File: config.mk
export PLATFORM = sky130hd
export DESIGN_NAME = dac8413_multi_if_flat
export DESIGN_NICKNAME = d
export VERILOG_FILES = /design/src/rtl/dac8413_multi_if_if.sv /design/src/rtl/dac8413_multi_if.sv /design/src/flat_wrapper.sv
export SDC_FILE = /design/constraint.sdc
export NUM_CORES = 1
export LEC_CHECK = 0
export BUFFER_PORTS_ARGS = -buffer_cell sky130_fd_sc_hd__buf_2
export CORE_MARGIN = 10
export CORE_UTILIZATION = 48
export DETAILED_ROUTE_END_ITERATION = 16
export PLACE_DENSITY = 0.68
export SLEW_MARGIN = 20
export SYNTH_ARGS = -nofsm -noshare
export SYNTH_HDL_FRONTEND = slang
export SYNTH_SLANG_ARGS = --single-unit
File: constraint.sdc
create_clock -name clk -period 4.31 [get_ports clk]
set_input_delay 0 -clock clk [delete_from_list [all_inputs] [get_ports clk]]
set_output_delay 0 -clock clk [all_outputs]
set_load 0.1 [all_outputs]
File: src/rtl/dac8413_multi_if_if.sv
// Shared parallel bus of the quad DAC chips. All chips see the same data,
// address and control lines; each chip has its own chip select.
//   dac_reset_n : DAC reset, active low
//   dac_rw      : 1 = read, 0 = write
//   dac_cs_n    : per-chip select, active low
//   dac_ldac_n  : shared load strobe, active low
//   dac_a       : channel address A1:A0 within a chip
//   dac_db      : data bus
// master = the driver side, slave = the DAC pins side.
interface dac8413_multi_if_if #(
    parameter int NUM_CHIPS = 2,
    parameter int DAC_BITS  = 12
);
    logic                 dac_reset_n;
    logic                 dac_rw;
    logic [NUM_CHIPS-1:0] dac_cs_n;
    logic                 dac_ldac_n;
    logic [1:0]           dac_a;
    logic [DAC_BITS-1:0]  dac_db;

    modport master (
        output dac_reset_n, dac_rw, dac_cs_n, dac_ldac_n, dac_a, dac_db
    );

    modport slave (
        input dac_reset_n, dac_rw, dac_cs_n, dac_ldac_n, dac_a, dac_db
    );
endinterface

File: src/rtl/dac8413_multi_if.sv
// Driver for NUM_CHIPS quad parallel DACs sharing one bus.
// Each channel keeps a shadow of the last value written. Whenever an input
// setpoint differs from its shadow (or a refresh has been requested), one
// channel is chosen by fixed-priority or round-robin arbitration and written
// with the LDAC-high / LDAC-low setup / CS write / hold sequence.
// Ports:
//   clk, rst_n : clock, asynchronous active-low reset
//   ch_data    : NCH setpoints, channel k at [k*DATA_W +: DATA_W]
//   refresh    : one-cycle pulse, rewrite every channel
//   bus        : DAC pin bundle (master side)
//   busy       : high in every state except IDLE
//   last_ch    : most recently selected channel (low 3 bits of its index)
module dac8413_multi_if #(
    parameter int CLK_FREQ_HZ    = 22118400,
    parameter int NUM_CHIPS      = 2,
    parameter int DATA_W         = 8,
    parameter int DAC_BITS       = 12,
    parameter int ARB_MODE       = 0,
    parameter int T_RST_NS       = 1000,
    parameter int T_LDAC_HIGH_NS = 300,
    parameter int T_LS_NS        = 300,
    parameter int T_WCS_NS       = 500,
    parameter int T_LH_NS        = 300
) (
    input  logic                            clk,
    input  logic                            rst_n,
    input  logic [4*NUM_CHIPS*DATA_W-1:0]   ch_data,
    input  logic                            refresh,
    dac8413_multi_if_if.master              bus,
    output logic                            busy,
    output logic [2:0]                      last_ch
);
    localparam int NCH = 4 * NUM_CHIPS;

    // Cycles covering t_ns, rounded up, never less than one.
    function automatic longint ncyc(input longint t_ns);
        longint c;
        c = (t_ns * longint'(CLK_FREQ_HZ) + 999999999) / 1000000000;
        return (c < 1) ? 1 : c;
    endfunction

    localparam longint N_RST  = ncyc(longint'(T_RST_NS));
    localparam longint N_LDAC = ncyc(longint'(T_LDAC_HIGH_NS));
    localparam longint N_LS   = ncyc(longint'(T_LS_NS));
    localparam longint N_WCS  = ncyc(longint'(T_WCS_NS));
    localparam longint N_LH   = ncyc(longint'(T_LH_NS));

    if (N_RST > 65535 || N_LDAC > 65535 || N_LS > 65535 ||
        N_WCS > 65535 || N_LH > 65535) begin : g_bad_timing
        $error("dac8413_multi_if: phase length exceeds 16-bit counter");
    end
    if (NUM_CHIPS < 1 || NUM_CHIPS > 4 || DATA_W < 1 || DATA_W > DAC_BITS) begin : g_bad_size
        $error("dac8413_multi_if: NUM_CHIPS or DATA_W out of range");
    end

    // Terminal counts: a phase of N cycles ends when the counter reads N-1.
    localparam logic [15:0] LIM_RST  = 16'(N_RST - 1);
    localparam logic [15:0] LIM_LDAC = 16'(N_LDAC - 1);
    localparam logic [15:0] LIM_LS   = 16'(N_LS - 1);
    localparam logic [15:0] LIM_WCS  = 16'(N_WCS - 1);
    localparam logic [15:0] LIM_LH   = 16'(N_LH - 1);

    typedef enum logic [2:0] {
        S_RST_HOLD = 3'd0,
        S_IDLE     = 3'd1,
        S_LDAC_HI  = 3'd2,
        S_LS       = 3'd3,
        S_WR       = 3'd4,
        S_LH       = 3'd5
    } state_t;

    state_t                state_reg, state_next;
    logic [15:0]           cnt_reg, cnt_next;
    logic                  dac_reset_n_reg, dac_reset_n_next;
    logic                  rw_reg, rw_next;
    logic [NUM_CHIPS-1:0]  cs_n_reg, cs_n_next;
    logic                  ldac_n_reg, ldac_n_next;
    logic [1:0]            a_reg, a_next;
    logic [DAC_BITS-1:0]   db_reg, db_next;
    logic [1:0]            chip_reg, chip_next;
    logic                  busy_reg, busy_next;
    logic [2:0]            last_ch_reg, last_ch_next;
    logic [3:0]            rr_ptr_reg, rr_ptr_next;
    logic [NCH-1:0]        refresh_req_reg, refresh_req_next;
    logic [DATA_W-1:0]     shadow_reg [NCH];
    logic [DATA_W-1:0]     shadow_next [NCH];

    logic [DATA_W-1:0]     ch_word [NCH];
    logic [NCH-1:0]        pending;
    logic                  sel_found;
    logic [3:0]            sel_idx;
    logic [DATA_W-1:0]     sel_data;

    for (genvar gi = 0; gi < NCH; gi++) begin : g_chan
        assign ch_word[gi] = ch_data[gi*DATA_W +: DATA_W];
        assign pending[gi] = (ch_word[gi] != shadow_reg[gi]) | refresh_req_reg[gi];
    end

    // Descending scan so the last hit is the lowest index. In round-robin
    // mode a hit at or after the pointer takes precedence, otherwise the
    // search wraps to the lowest pending index.
    always_comb begin
        logic       lo_found, hi_found;
        logic [3:0] lo_idx, hi_idx;
        lo_found = 1'b0;
        hi_found = 1'b0;
        lo_idx   = '0;
        hi_idx   = '0;
        for (int k = NCH - 1; k >= 0; k--) begin
            if (pending[k]) begin
                lo_found = 1'b1;
                lo_idx   = 4'(k);
                if (ARB_MODE == 1 && 4'(k) >= rr_ptr_reg) begin
                    hi_found = 1'b1;
                    hi_idx   = 4'(k);
                end
            end
        end
        sel_found = lo_found;
        sel_idx   = hi_found ? hi_idx : lo_idx;
        sel_data  = '0;
        for (int k = 0; k < NCH; k++) begin
            if (sel_idx == 4'(k)) sel_data = ch_word[k];
        end
    end

    always_comb begin
        state_next       = state_reg;
        cnt_next         = cnt_reg + 16'd1;
        dac_reset_n_next = dac_reset_n_reg;
        rw_next          = rw_reg;
        cs_n_next        = cs_n_reg;
        ldac_n_next      = ldac_n_reg;
        a_next           = a_reg;
        db_next          = db_reg;
        chip_next        = chip_reg;
        busy_next        = busy_reg;
        last_ch_next     = last_ch_reg;
        rr_ptr_next      = rr_ptr_reg;
        refresh_req_next = refresh_req_reg;
        shadow_next      = shadow_reg;

        case (state_reg)
            S_RST_HOLD: begin
                if (cnt_reg == LIM_RST) begin
                    state_next       = S_IDLE;
                    cnt_next         = '0;
                    dac_reset_n_next = 1'b1;
                    busy_next        = 1'b0;
                end
            end
            S_IDLE: begin
                cnt_next    = '0;
                rw_next     = 1'b1;
                cs_n_next   = '1;
                ldac_n_next = 1'b1;
                a_next      = '0;
                db_next     = '0;
                busy_next   = 1'b0;
                if (sel_found) begin
                    state_next   = S_LDAC_HI;
                    busy_next    = 1'b1;
                    a_next       = sel_idx[1:0];
                    chip_next    = sel_idx[3:2];
                    db_next      = DAC_BITS'(sel_data) << (DAC_BITS - DATA_W);
                    last_ch_next = sel_idx[2:0];
                    rr_ptr_next  = (sel_idx == 4'(NCH - 1)) ? 4'd0 : sel_idx + 4'd1;
                    for (int k = 0; k < NCH; k++) begin
                        if (sel_idx == 4'(k)) begin
                            shadow_next[k]      = sel_data;
                            refresh_req_next[k] = 1'b0;
                        end
                    end
                end
            end
            S_LDAC_HI: begin
                if (cnt_reg == LIM_LDAC) begin
                    state_next  = S_LS;
                    cnt_next    = '0;
                    ldac_n_next = 1'b0;
                end
            end
            S_LS: begin
                if (cnt_reg == LIM_LS) begin
                    state_next = S_WR;
                    cnt_next   = '0;
                    rw_next    = 1'b0;
                    cs_n_next  = ~(NUM_CHIPS'(1) << chip_reg);
                end
            end
            S_WR: begin
                if (cnt_reg == LIM_WCS) begin
                    state_next = S_LH;
                    cnt_next   = '0;
                    rw_next    = 1'b1;
                    cs_n_next  = '1;
                end
            end
            S_LH: begin
                if (cnt_reg == LIM_LH) begin
                    state_next  = S_IDLE;
                    cnt_next    = '0;
                    ldac_n_next = 1'b1;
                    a_next      = '0;
                    db_next     = '0;
                    busy_next   = 1'b0;
                end
            end
            default: begin
                // Unreachable encodings: park in IDLE with the bus released.
                state_next       = S_IDLE;
                cnt_next         = '0;
                dac_reset_n_next = 1'b1;
                rw_next          = 1'b1;
                cs_n_next        = '1;
                ldac_n_next      = 1'b1;
                a_next           = '0;
                db_next          = '0;
                busy_next        = 1'b0;
            end
        endcase

        // A refresh pulse wins over the clear of the channel being selected.
        if (refresh) refresh_req_next = '1;
    end

    always_ff @(posedge clk or negedge rst_n) begin
        if (!rst_n) begin
            state_reg       <= S_RST_HOLD;
            cnt_reg         <= '0;
            dac_reset_n_reg <= 1'b0;
            rw_reg          <= 1'b1;
            cs_n_reg        <= '1;
            ldac_n_reg      <= 1'b1;
            a_reg           <= '0;
            db_reg          <= '0;
            chip_reg        <= '0;
            busy_reg        <= 1'b1;
            last_ch_reg     <= '0;
            rr_ptr_reg      <= '0;
            refresh_req_reg <= '0;
            shadow_reg      <= '{default: '0};
        end else begin
            state_reg       <= state_next;
            cnt_reg         <= cnt_next;
            dac_reset_n_reg <= dac_reset_n_next;
            rw_reg          <= rw_next;
            cs_n_reg        <= cs_n_next;
            ldac_n_reg      <= ldac_n_next;
            a_reg           <= a_next;
            db_reg          <= db_next;
            chip_reg        <= chip_next;
            busy_reg        <= busy_next;
            last_ch_reg     <= last_ch_next;
            rr_ptr_reg      <= rr_ptr_next;
            refresh_req_reg <= refresh_req_next;
            shadow_reg      <= shadow_next;
        end
    end

    assign bus.dac_reset_n = dac_reset_n_reg;
    assign bus.dac_rw      = rw_reg;
    assign bus.dac_cs_n    = cs_n_reg;
    assign bus.dac_ldac_n  = ldac_n_reg;
    assign bus.dac_a       = a_reg;
    assign bus.dac_db      = db_reg;
    assign busy            = busy_reg;
    assign last_ch         = last_ch_reg;
endmodule

File: src/flat_wrapper.sv
// flat-port wrapper written by rule: the top's interface ports become plain ports
module dac8413_multi_if_flat 
#(
    parameter int CLK_FREQ_HZ    = 22118400,
    parameter int NUM_CHIPS      = 2,
    parameter int DATA_W         = 8,
    parameter int DAC_BITS       = 12,
    parameter int ARB_MODE       = 0,
    parameter int T_RST_NS       = 1000,
    parameter int T_LDAC_HIGH_NS = 300,
    parameter int T_LS_NS        = 300,
    parameter int T_WCS_NS       = 500,
    parameter int T_LH_NS        = 300
)
  (clk, rst_n, ch_data, refresh, busy, last_ch, bus_dac_reset_n, bus_dac_rw, bus_dac_cs_n, bus_dac_ldac_n, bus_dac_a, bus_dac_db);
  dac8413_multi_if_if #(.NUM_CHIPS(NUM_CHIPS), .DAC_BITS(DAC_BITS)) bus_i ();
  input  logic clk;
  input  logic rst_n;
  input  logic [4*NUM_CHIPS*DATA_W-1:0] ch_data;
  input  logic refresh;
  output logic busy;
  output logic [2:0] last_ch;
  output wire logic [$bits(bus_i.dac_reset_n)-1:0] bus_dac_reset_n;
  output wire logic [$bits(bus_i.dac_rw)-1:0] bus_dac_rw;
  output wire logic [$bits(bus_i.dac_cs_n)-1:0] bus_dac_cs_n;
  output wire logic [$bits(bus_i.dac_ldac_n)-1:0] bus_dac_ldac_n;
  output wire logic [$bits(bus_i.dac_a)-1:0] bus_dac_a;
  output wire logic [$bits(bus_i.dac_db)-1:0] bus_dac_db;
  assign bus_dac_reset_n = bus_i.dac_reset_n;
  assign bus_dac_rw = bus_i.dac_rw;
  assign bus_dac_cs_n = bus_i.dac_cs_n;
  assign bus_dac_ldac_n = bus_i.dac_ldac_n;
  assign bus_dac_a = bus_i.dac_a;
  assign bus_dac_db = bus_i.dac_db;
  dac8413_multi_if #(.CLK_FREQ_HZ(CLK_FREQ_HZ), .NUM_CHIPS(NUM_CHIPS), .DATA_W(DATA_W), .DAC_BITS(DAC_BITS), .ARB_MODE(ARB_MODE), .T_RST_NS(T_RST_NS), .T_LDAC_HIGH_NS(T_LDAC_HIGH_NS), .T_LS_NS(T_LS_NS), .T_WCS_NS(T_WCS_NS), .T_LH_NS(T_LH_NS)) u_core (.clk(clk), .rst_n(rst_n), .ch_data(ch_data), .refresh(refresh), .bus(bus_i), .busy(busy), .last_ch(last_ch));
endmodule
==> impl_metrics.yaml, run 1 <==
outcome:
  status: "finished clean"
global_routing:
  first_global_vias: 4958
  grt_first_pass_wirelength_mm: 27.2
  grt_antenna_before_repair: 0
  overflow: 0
  track_usage: 0.196
  grt_max_degree: 64
logic_synthesis:
  synth_top_family_by_area: "simple AND/OR/NAND/NOR gates"
  synth_cell_types: 66
  synth_seq_cells: 110
  synth_ff_type: "dfrtp_1"
  async_flop_share: 1.00
  synthCells: 595
  synth_area_um2: 6010
  yosysSeqAreaShare: 0.459
  avgSynthCellArea_um2: 10.1
  synth-edff-count: 0
  yosys_warnings: 0
  synth_xor_area_frac: 0.114
  yosys.area_share.simple: 0.175
  synth_compound_area_frac: 0.138
  muxShareOfSynthArea: 0.0803
  synth_fa_ha_area_frac: 0.00416
critical_path:
  timing.rr.end: "u_core.shadow_reg[42]$_DFFE_PN0P_"
  r2r_start: "u_core.shadow_reg[29]$_DFFE_PN0P_"
  setup.worst_path.start_class: "flop"
  cp_top_family: "simple AND/OR/NAND/NOR gates"
  reg2reg_slack_ps: 280
  reg2reg_depth: 9
  crit_chain: "xnor2_1 > nand3_1 > nor4_1 > nor3b_4 > a22o_1 > nor2_1 > a222oi_1 > nand3_2 > mux2_2"
  required_ps: 4550
  cp-startpoint: "u_core.shadow_reg[29]$_DFFE_PN0P_"
  slowest_delay_ps: 720
  cp.depth: 9
  cp-endpoint: "u_core.shadow_reg[42]$_DFFE_PN0P_"
  crit_fanout: 12
  cp.buffers_inverters: 0
  arrival_ps: 4280
  crit_path_top_delay_cell: "nor4_1"
  setup.worst_path.end_class: "flop"
  path_class: "reg2reg"
final_layout:
  largest_reg_flops: 64
  area_growth_pct: 17.2
  drive_gt1_frac: 0.250
  instances_no_fill: 867
  finalNetCount: 763
  final_common_cell: "dfrtp_1"
  n_antenna_cell: 0
  layout_common_cells: "dfrtp_1 (105), buf_2 (84), nor2_1 (73)"
routing:
  routed_wirelength_mm: 17.1
  routedWlPerCell_um: 19.7
  antenna_left: 0
  num_vias: 4908
  drt_first_iter_violations: 425
  drcViolationCount: 0
  dr.pass1.iters: 5
  viasPerCell: 5.66
timing:
  clock_skew_ps: 7.69
  fmax_ghz: 0.248
  maxSlewViolCount: 0
  setup_tns_ps: 0
  rsz0062_at_grt: "false"
  setup_viol: 0
  period_share: 0.936
  slew_headroom: 0.399
  worst_pin_slew_ps: 899
  final-hold-violation-count: 0
  post-route-min-period_ps: 4030
floorplanning:
  ios: 90
  die_x_um: 132
  initial_core_util: 0.495
  coreArea_um2: 12200
  dieHeight_um: 132
  fp-row-count: 40
  dieArea_um2: 17400
pwr:
  p_sw_frac: 0.252
  vdd_drop_max_mv: 0.238
  intPower_mw: 1.62
  cellPowerDensity_nw_per_um2: 307
  power_frac_comb: 0.097
  p_sw_mw: 0.546
  p_leak_nw: 3.40
  clkPwrFrac: 0.421
  seqPwrFrac: 0.482
placement:
  hpwlAfterDp_mm: 13.0
  gp_congestion: 0.950
  io_buffers: 85
  dpl.cell_count: 839
hold_path:
  worst_hold_path.num_cells: 3
  worstHoldPathType: "in2reg"
clock_tree:
  clockRootBuffer: "clkbuf_16"
  ctsResizeCount: 0
  clk_pin_slew_ps: 80
  numCtsBuffers: 9
  clock-sinks: 110
  cts_tree: "done"
  htreeDepth: 3
  cts_max_path_buffers: 2
  clk_latency_ps: 360
flow_run:
  maxCapViolations: 0
==> synthesized netlist by cell type, types with 3 or more instances <==
master / n / area share
a21o_1: 7 / 0.0087
o21a_1: 7 / 0.0087
xnor2_1: 27 / 0.039
o22a_1: 3 / 0.0044
nor3_1: 11 / 0.0092
dfrtp_1: 105 / 0.44
mux2i_1: 7 / 0.012
buf_6: 5 / 0.0094
a31oi_1: 5 / 0.0052
a211oi_1: 6 / 0.0075
xor2_1: 51 / 0.074
and3_1: 9 / 0.0094
and2_1: 4 / 0.0042
o21ai_0: 28 / 0.023
clkbuf_1: 11 / 0.0069
buf_1: 3 / 0.0019
mux2_2: 34 / 0.064
inv_1: 7 / 0.0044
nor4_1: 9 / 0.0094
nand2b_1: 5 / 0.0052
nand2_1: 41 / 0.026
a21oi_1: 33 / 0.027
dfstp_2: 5 / 0.022
o22ai_1: 5 / 0.0052
nand4_1: 8 / 0.0083
buf_4: 4 / 0.0050
nor2_1: 73 / 0.046
nor3b_1: 3 / 0.0037
a22o_1: 7 / 0.010
nand3_1: 19 / 0.016
or4b_1: 3 / 0.0050
and4_1: 4 / 0.0058
==> cell type report <==
class	count	area, um2
fillers	1064	5110
multi-input cells	456	3090
flip-flops and latches	110	2760
repair buffers	110	646
clock buffers	9	225
well taps	168	210
clock inverters	7	95.1
inverters	7	26.3
==> metrics by stage <==
stage | hold WS, ps | power (mW) | setup slack (ps) | instance area, um2 | util
finish | 41.2 | 2.17 | 276 | 7050 | 0.580
global route | 69.1 | 2.25 | 41.4 | 7050 | 0.580
CTS | 22.0 | 2.19 | 348 | 7040 | 0.579
detailed placement | 149 | 1.26 | 366 | 6600 | 0.543
global placement | 147 | 1.26 | 456 | 6600 | 0.543
floorplan | -296 | 1.16 | 1320 | 6030 | -
==> logic make-up after synthesis <==
logic type,count (synthesis)
xor+xnor,78
buf+inv,32
simple gates,206
compound gates,123
flops,110
other cells,1
mux,43
fa+ha+maj,2
==> power groups by stage <==
| stage | logic, mW | clock network [mW] | registers, mW |
|---|---|---|---|
| floorplan | 0.0711 | 0 | 1.09 |
| CTS | 0.210 | 0.938 | 1.04 |
| finish | 0.209 | 0.912 | 1.04 |
| detailed placement | 0.200 | 0 | 1.06 |
| global placement | 0.199 | 0 | 1.06 |
| global route | 0.224 | 0.981 | 1.05 |
==> layer usage <==
layer	wire length, um	global-route usage	vias to the layer above
met4	252	0.0630	0
met2	7560	0.287	171
met5	0	0	-
li1	-	-	2303
met3	1330	0.0488	19
met1	7960	0.275	2415
==> how the worst min path moves through the flow <==
stage / slack [ps] / to / start
6_report: 40 / u_core.shadow_reg[48]$_DFFE_PN0P_ / ch_data[24]
5_1_grt: 70 / u_core.shadow_reg[58]$_DFFE_PN0P_ / ch_data[26]
4_1_cts: 20 / u_core.shadow_reg[48]$_DFFE_PN0P_ / ch_data[24]
3_5_place_dp: 150 / u_core.shadow_reg[5]$_DFFE_PN0P_ / rst_n
3_3_place_gp: 150 / u_core.shadow_reg[6]$_DFFE_PN0P_ / rst_n
2_1_floorplan: -300 / u_core.bus.dac_a[0]$_DFFE_PN0P_ / rst_n
==> tightest hold or removal path, cell delays in order <==
cell	delay [ps]
buf_2	100
a222oi_1	110
a31oi_1	150
==> what timing repair did <==
item / in CTS / in global routing
hold buffers: 12 / 0
buffers inserted: 0 / 0
endpoints found under the hold margin: 70 / 0
(Power assumes the default switching activity.)
==> run 2: changes to the inputs <==
Settings changed: CTS_BUF_LIST set to sky130_fd_sc_hd__clkbuf_4 sky130_fd_sc_hd__clkbuf_8.
==> run 2 against run 1 <==
Net effect:
- utilization shrank 0.75 points
- setup slack lost 17 ps
- clock power shrank 22%
- critical path depth is the same
- first-iteration DRC count shrank 8.7%
- wire length grew 0.39%
- sequential power is essentially flat
- largest cell class unchanged
- combinational power is essentially flat
- critical endpoint is now u_core.shadow_reg[18]$_DFFE_PN0P_
- sequential cell count is the same
- cell area shrank 1.3%
- clock-buffer cell count is the same
- largest power group unchanged
- register-to-register slack lost 20 ps
- critical path type unchanged
==> impl_metrics.yaml, run 2 (same netlist as run 1, synthesis figures left out) <==
clock_tree:
  cts_max_path_buffers: 2
  clock-sinks: 110
  clk_latency_ps: 400
  cts_tree: "done"
  ctsResizeCount: 0
  htreeDepth: 3
  clk_pin_slew_ps: 110
  numCtsBuffers: 9
  clockRootBuffer: "clkbuf_8"
global_routing:
  first_global_vias: 4975
  overflow: 0
  grt_first_pass_wirelength_mm: 27.2
  track_usage: 0.195
  grt_max_degree: 64
  grt_antenna_before_repair: 0
final_layout:
  largest_reg_flops: 64
  fin_util: 0.572
  final_common_cell: "dfrtp_1"
  layout_common_cells: "dfrtp_1 (105), buf_2 (84), nor2_1 (73)"
  finalNetCount: 764
  area_growth_pct: 15.7
  n_antenna_cell: 0
  drive_gt1_frac: 0.250
  instances_no_fill: 868
critical_path:
  path_class: "reg2reg"
  cp.buffers_inverters: 0
  setup.worst_path.start_class: "flop"
  slowest_delay_ps: 730
  r2r_start: "u_core.shadow_reg[29]$_DFFE_PN0P_"
  setup.worst_path.end_class: "flop"
  crit_fanout: 12
  crit_chain: "xnor2_1 > nand3_1 > nor4_1 > nor3b_4 > a22o_1 > nor2_1 > a222oi_1 > nand3_2 > mux2_2"
  cp_top_family: "simple AND/OR/NAND/NOR gates"
  arrival_ps: 4330
  required_ps: 4590
  crit_path_top_delay_cell: "nor4_1"
  cp-startpoint: "u_core.shadow_reg[29]$_DFFE_PN0P_"
placement:
  dpl.cell_count: 839
  hpwlAfterDp_mm: 13.0
  post-place-ws_ps: 366
  io_buffers: 85
  gp_congestion: 0.950
timing:
  setup_tns_ps: 0
  layout_setup_ws_ps: 259
  worst_pin_slew_ps: 912
  slew_headroom: 0.390
  rsz0062_at_grt: "false"
  clock_skew_ps: 12.8
  post-route-min-period_ps: 4050
  fmax_ghz: 0.247
  period_share: 0.940
  setup_viol: 0
  final-hold-violation-count: 0
  maxSlewViolCount: 0
pwr:
  vdd_drop_max_mv: 0.169
  p_leak_nw: 3.36
  cellPowerDensity_nw_per_um2: 282
floorplanning:
  fp-row-count: 40
  dieArea_um2: 17400
  die_x_um: 132
  initial_core_util: 0.495
  dieHeight_um: 132
  coreArea_um2: 12200
  ios: 90
hold_path:
  min-delay-start: "ch_data[8]"
  worstHoldPathType: "in2reg"
routing:
  antenna_left: 0
  num_vias: 4898
  routed_wirelength_mm: 17.2
  dr.pass1.iters: 5
  drt_first_iter_violations: 388
  viasPerCell: 5.64
  drcViolationCount: 0
  routedWlPerCell_um: 19.8
flow_run:
  maxCapViolations: 0
outcome:
  status: "finished clean"
run 2: routing by layer:
metal / up-vias / wire length (um) / global-route usage
li1: 2306 / - / -
met1: 2385 / 7970 / 0.270
met2: 183 / 7590 / 0.291
met3: 24 / 1300 / 0.0438
met4: 0 / 316 / 0.0692
met5: - / 0 / 0
run 2: timing repair:
item | in CTS | in global routing
buffers inserted | 0 | 0
hold endpoints to repair | 81 | 0
hold buffers | 13 | 0
run 2: worst register-to-register path: stages (launching register included):
cell,delay [ps]
dfrtp_1,400
xnor2_1,210
nand3_1,100
nor4_1,730
nor3b_4,520
a22o_1,530
nor2_1,150
a222oi_1,570
nand3_2,360
mux2_2,370
run 2: report_power, final:
part           internal, mW  switching, mW  total (mW)
sequential             1.04        0.00512        1.04
combinational        0.0697          0.140       0.210
clock                 0.330          0.380       0.710
run 2: area by class of cell:
cell class / instances / area [um2]
fillers: 1079 / 5200
multi-input cells: 456 / 3090
flip-flops and latches: 110 / 2760
repair buffers: 111 / 656
well taps: 168 / 210
clock buffers: 9 / 124
clock inverters: 7 / 95.1
inverters: 7 / 26.3
run 2: worst paths after layout:
check                                                   endpoint  slack [ps]  cells past startpoint
max reg2reg                    u_core.shadow_reg[18]$_DFFE_PN0P_         260                      9
min in group asynchronous          u_core.last_ch[0]$_DFFE_PN0P_         230                      2
min reg2reg                u_core.refresh_req_reg[2]$_DFFE_PN0P_         490                      1
min                            u_core.shadow_reg[48]$_DFFE_PN0P_          20                      3
max in group asynchronous      u_core.shadow_reg[13]$_DFFE_PN0P_        2950                      3
max                            u_core.shadow_reg[18]$_DFFE_PN0P_         260                      9
run 2: through the flow:
stage                     hold WS, ps  cell area, um2  power (mW)
final                            18.8            6960        1.96
after global routing             33.8            6960        2.03
after CTS                        9.02            6950        1.98
after detailed placement          149            6600        1.26
after global placement            147            6600        1.26
after floorplan                  -296            6030        1.16
==> run 3: changes to the inputs <==
Settings changed: PLACE_DENSITY 0.68 to 0.69.
==> run 3 against run 2 <==
Net effect:
- cell area is 1.2% lower
- wire length increased by 0.59%
- power fell by 5.7%
- clock-buffer cell count increased by 5
- utilization is 0.66 points lower
- non-clock buffer count shrank 7
- register-to-register slack gained 40 ps
- first-iteration DRC count increased by 41%
- worst hold slack got worse by 6.6 ps
- sequential share of layout area increased by 0.46 points
- cell count shrank 0.81%
- critical path type unchanged
- highest routed layer unchanged
==> impl_metrics.yaml, run 3 (same netlist as run 1, synthesis figures left out) <==
timing:
  clock_skew_ps: 19.5
  setup_tns_ps: 0
  fmax_ghz: 0.249
  period_share: 0.932
  maxSlewViolCount: 0
  setup_viol: 0
  post-route-min-period_ps: 4020
  slew_headroom: 0.319
  rsz0062_at_grt: "false"
  worst_pin_slew_ps: 1020
  final-hold-violation-count: 0
final_layout:
  area_growth_pct: 14.3
  drive_gt1_frac: 0.244
  n_antenna_cell: 0
  n_fill_cell: 1082
  finalNetCount: 757
  final_common_cell: "dfrtp_1"
  multiInputGateArea_um2: 3090
  largest_reg_flops: 64
  layout_common_cells: "dfrtp_1 (105), buf_2 (84), nor2_1 (73)"
  seq_area_um2: 2760
critical_path:
  reg2reg_slack_ps: 290
  r2r_start: "u_core.shadow_reg[29]$_DFFE_PN0P_"
  cp.depth: 9
  slowest_delay_ps: 760
  cp_top_family: "simple AND/OR/NAND/NOR gates"
  cp.buffers_inverters: 0
  setup.worst_path.start_class: "flop"
  timing.rr.end: "u_core.shadow_reg[24]$_DFFE_PN0P_"
  arrival_ps: 4290
  cp-endpoint: "u_core.shadow_reg[24]$_DFFE_PN0P_"
  path_class: "reg2reg"
  crit_fanout: 18
  crit_chain: "xnor2_1 > nand3_1 > nor4_1 > nor3b_4 > a22o_2 > nor2_1 > a222oi_1 > nand3_2 > mux2_2"
  crit_path_top_delay_cell: "nor4_1"
  setup.worst_path.end_class: "flop"
  required_ps: 4580
  cp-startpoint: "u_core.shadow_reg[29]$_DFFE_PN0P_"
  reg2reg_depth: 9
hold_path:
  min-delay-start: "ch_data[26]"
  worstHoldPathType: "in2reg"
placement:
  io_buffers: 85
  hpwlAfterDp_mm: 13.0
  gp_congestion: 0.956
floorplanning:
  fp-row-count: 40
  initial_core_util: 0.495
  dieArea_um2: 17400
  dieHeight_um: 132
  ios: 90
  die_x_um: 132
  coreArea_um2: 12200
global_routing:
  track_usage: 0.197
  grt_antenna_before_repair: 0
  first_global_vias: 5038
  grt_first_pass_wirelength_mm: 27.5
  grt_max_degree: 83
  overflow: 0
pwr:
  p_total_mw: 1.85
  p_leak_nw: 3.32
  p_sw_frac: 0.267
  clkPwrFrac: 0.323
  intPower_mw: 1.36
  vdd_drop_max_mv: 0.172
  power_frac_comb: 0.113
  cellPowerDensity_nw_per_um2: 269
  seqPwrFrac: 0.564
  p_sw_mw: 0.494
clock_tree:
  clock-sinks: 110
  cts_max_path_buffers: 2
  clk_pin_slew_ps: 100
  cts_setup_buffers: 0
  htreeDepth: 3
  numCtsBuffers: 9
  clockRootBuffer: "clkbuf_8"
  cts_tree: "done"
  clk_latency_ps: 400
routing:
  drt_first_iter_violations: 547
  dr.pass1.iters: 5
  viasPerCell: 5.79
  drcViolationCount: 0
  num_vias: 4981
  routed_wirelength_mm: 17.3
  routedWlPerCell_um: 20.1
  antenna_left: 0
outcome:
  status: "finished clean"
flow_run:
  maxCapViolations: 0
## run 3: per-layer routing
metal | global-route usage | share of wire | vias to the layer above
li1 | - | - | 2290
met1 | 0.267 | 0.44 | 2426
met2 | 0.302 | 0.45 | 245
met3 | 0.0427 | 0.092 | 20
met4 | 0.0674 | 0.015 | 0
met5 | 0 | 0 | -
## run 3: power groups by stage
| stage | Combinational [mW] | Sequential, mW | Clock, mW |
|---|---|---|---|
| floorplan | 0.0711 | 1.09 | 0 |
| global placement | 0.196 | 1.06 | 0 |
| detailed placement | 0.197 | 1.06 | 0 |
| CTS | 0.208 | 1.04 | 0.609 |
| global route | 0.223 | 1.05 | 0.651 |
| finish | 0.209 | 1.04 | 0.598 |
## run 3: final cells by class
cell class | instances | share of cell area
Clock inverter | 2 | 0.00146
Sequential cell | 110 | 0.401
Tap cell | 168 | 0.0306
Multi-Input combinational cell | 456 | 0.450
Clock buffer | 14 | 0.0244
Timing Repair Buffer | 104 | 0.0886
Inverter | 7 | 0.00382
## run 3: worst min-delay path, delay by kind of cell
family	cells	cell delay [ps]
AO/OA/AOI/OAI	2	260
buffers and inverters	1	100
## run 3: worst min path at each step
stage | depth (start not counted) | slack [ps] | endpoint
4_1_cts | 3 | 6 | u_core.shadow_reg[12]$_DFFE_PN0P_
6_report | 3 | 10 | u_core.shadow_reg[58]$_DFFE_PN0P_
3_5_place_dp | 1 | 260 | u_core.shadow_reg[3]$_DFFE_PN0P_
5_1_grt | 3 | 40 | u_core.shadow_reg[56]$_DFFE_PN0P_
2_1_floorplan | 0 | -300 | u_core.bus.dac_a[0]$_DFFE_PN0P_
3_3_place_gp | 1 | 260 | u_core.cnt_reg[11]$_DFF_PN0_
## run 3: through the flow
step | instance area (um2) | hold WS (ps) | util | setup WS [ps] | cells
6_report | 6880 | 12.2 | 0.565 | 294 | 861
5_1_grt | 6880 | 37.6 | 0.565 | 235 | 861
4_1_cts | 6870 | 5.91 | 0.565 | 207 | 861
3_5_place_dp | 6550 | 265 | 0.538 | -8.59 | 831
3_3_place_gp | 6540 | 259 | 0.538 | 129 | 831
2_1_floorplan | 6030 | -296 | - | 1320 | 598
## run 3: timing repair
item / 4_1_cts / 5_1_grt
setup endpoints to repair: 1 / 15
hold buffers: 14 / 0
gates resized for setup: 1 / 2
endpoints found under the hold margin: 99 / 0
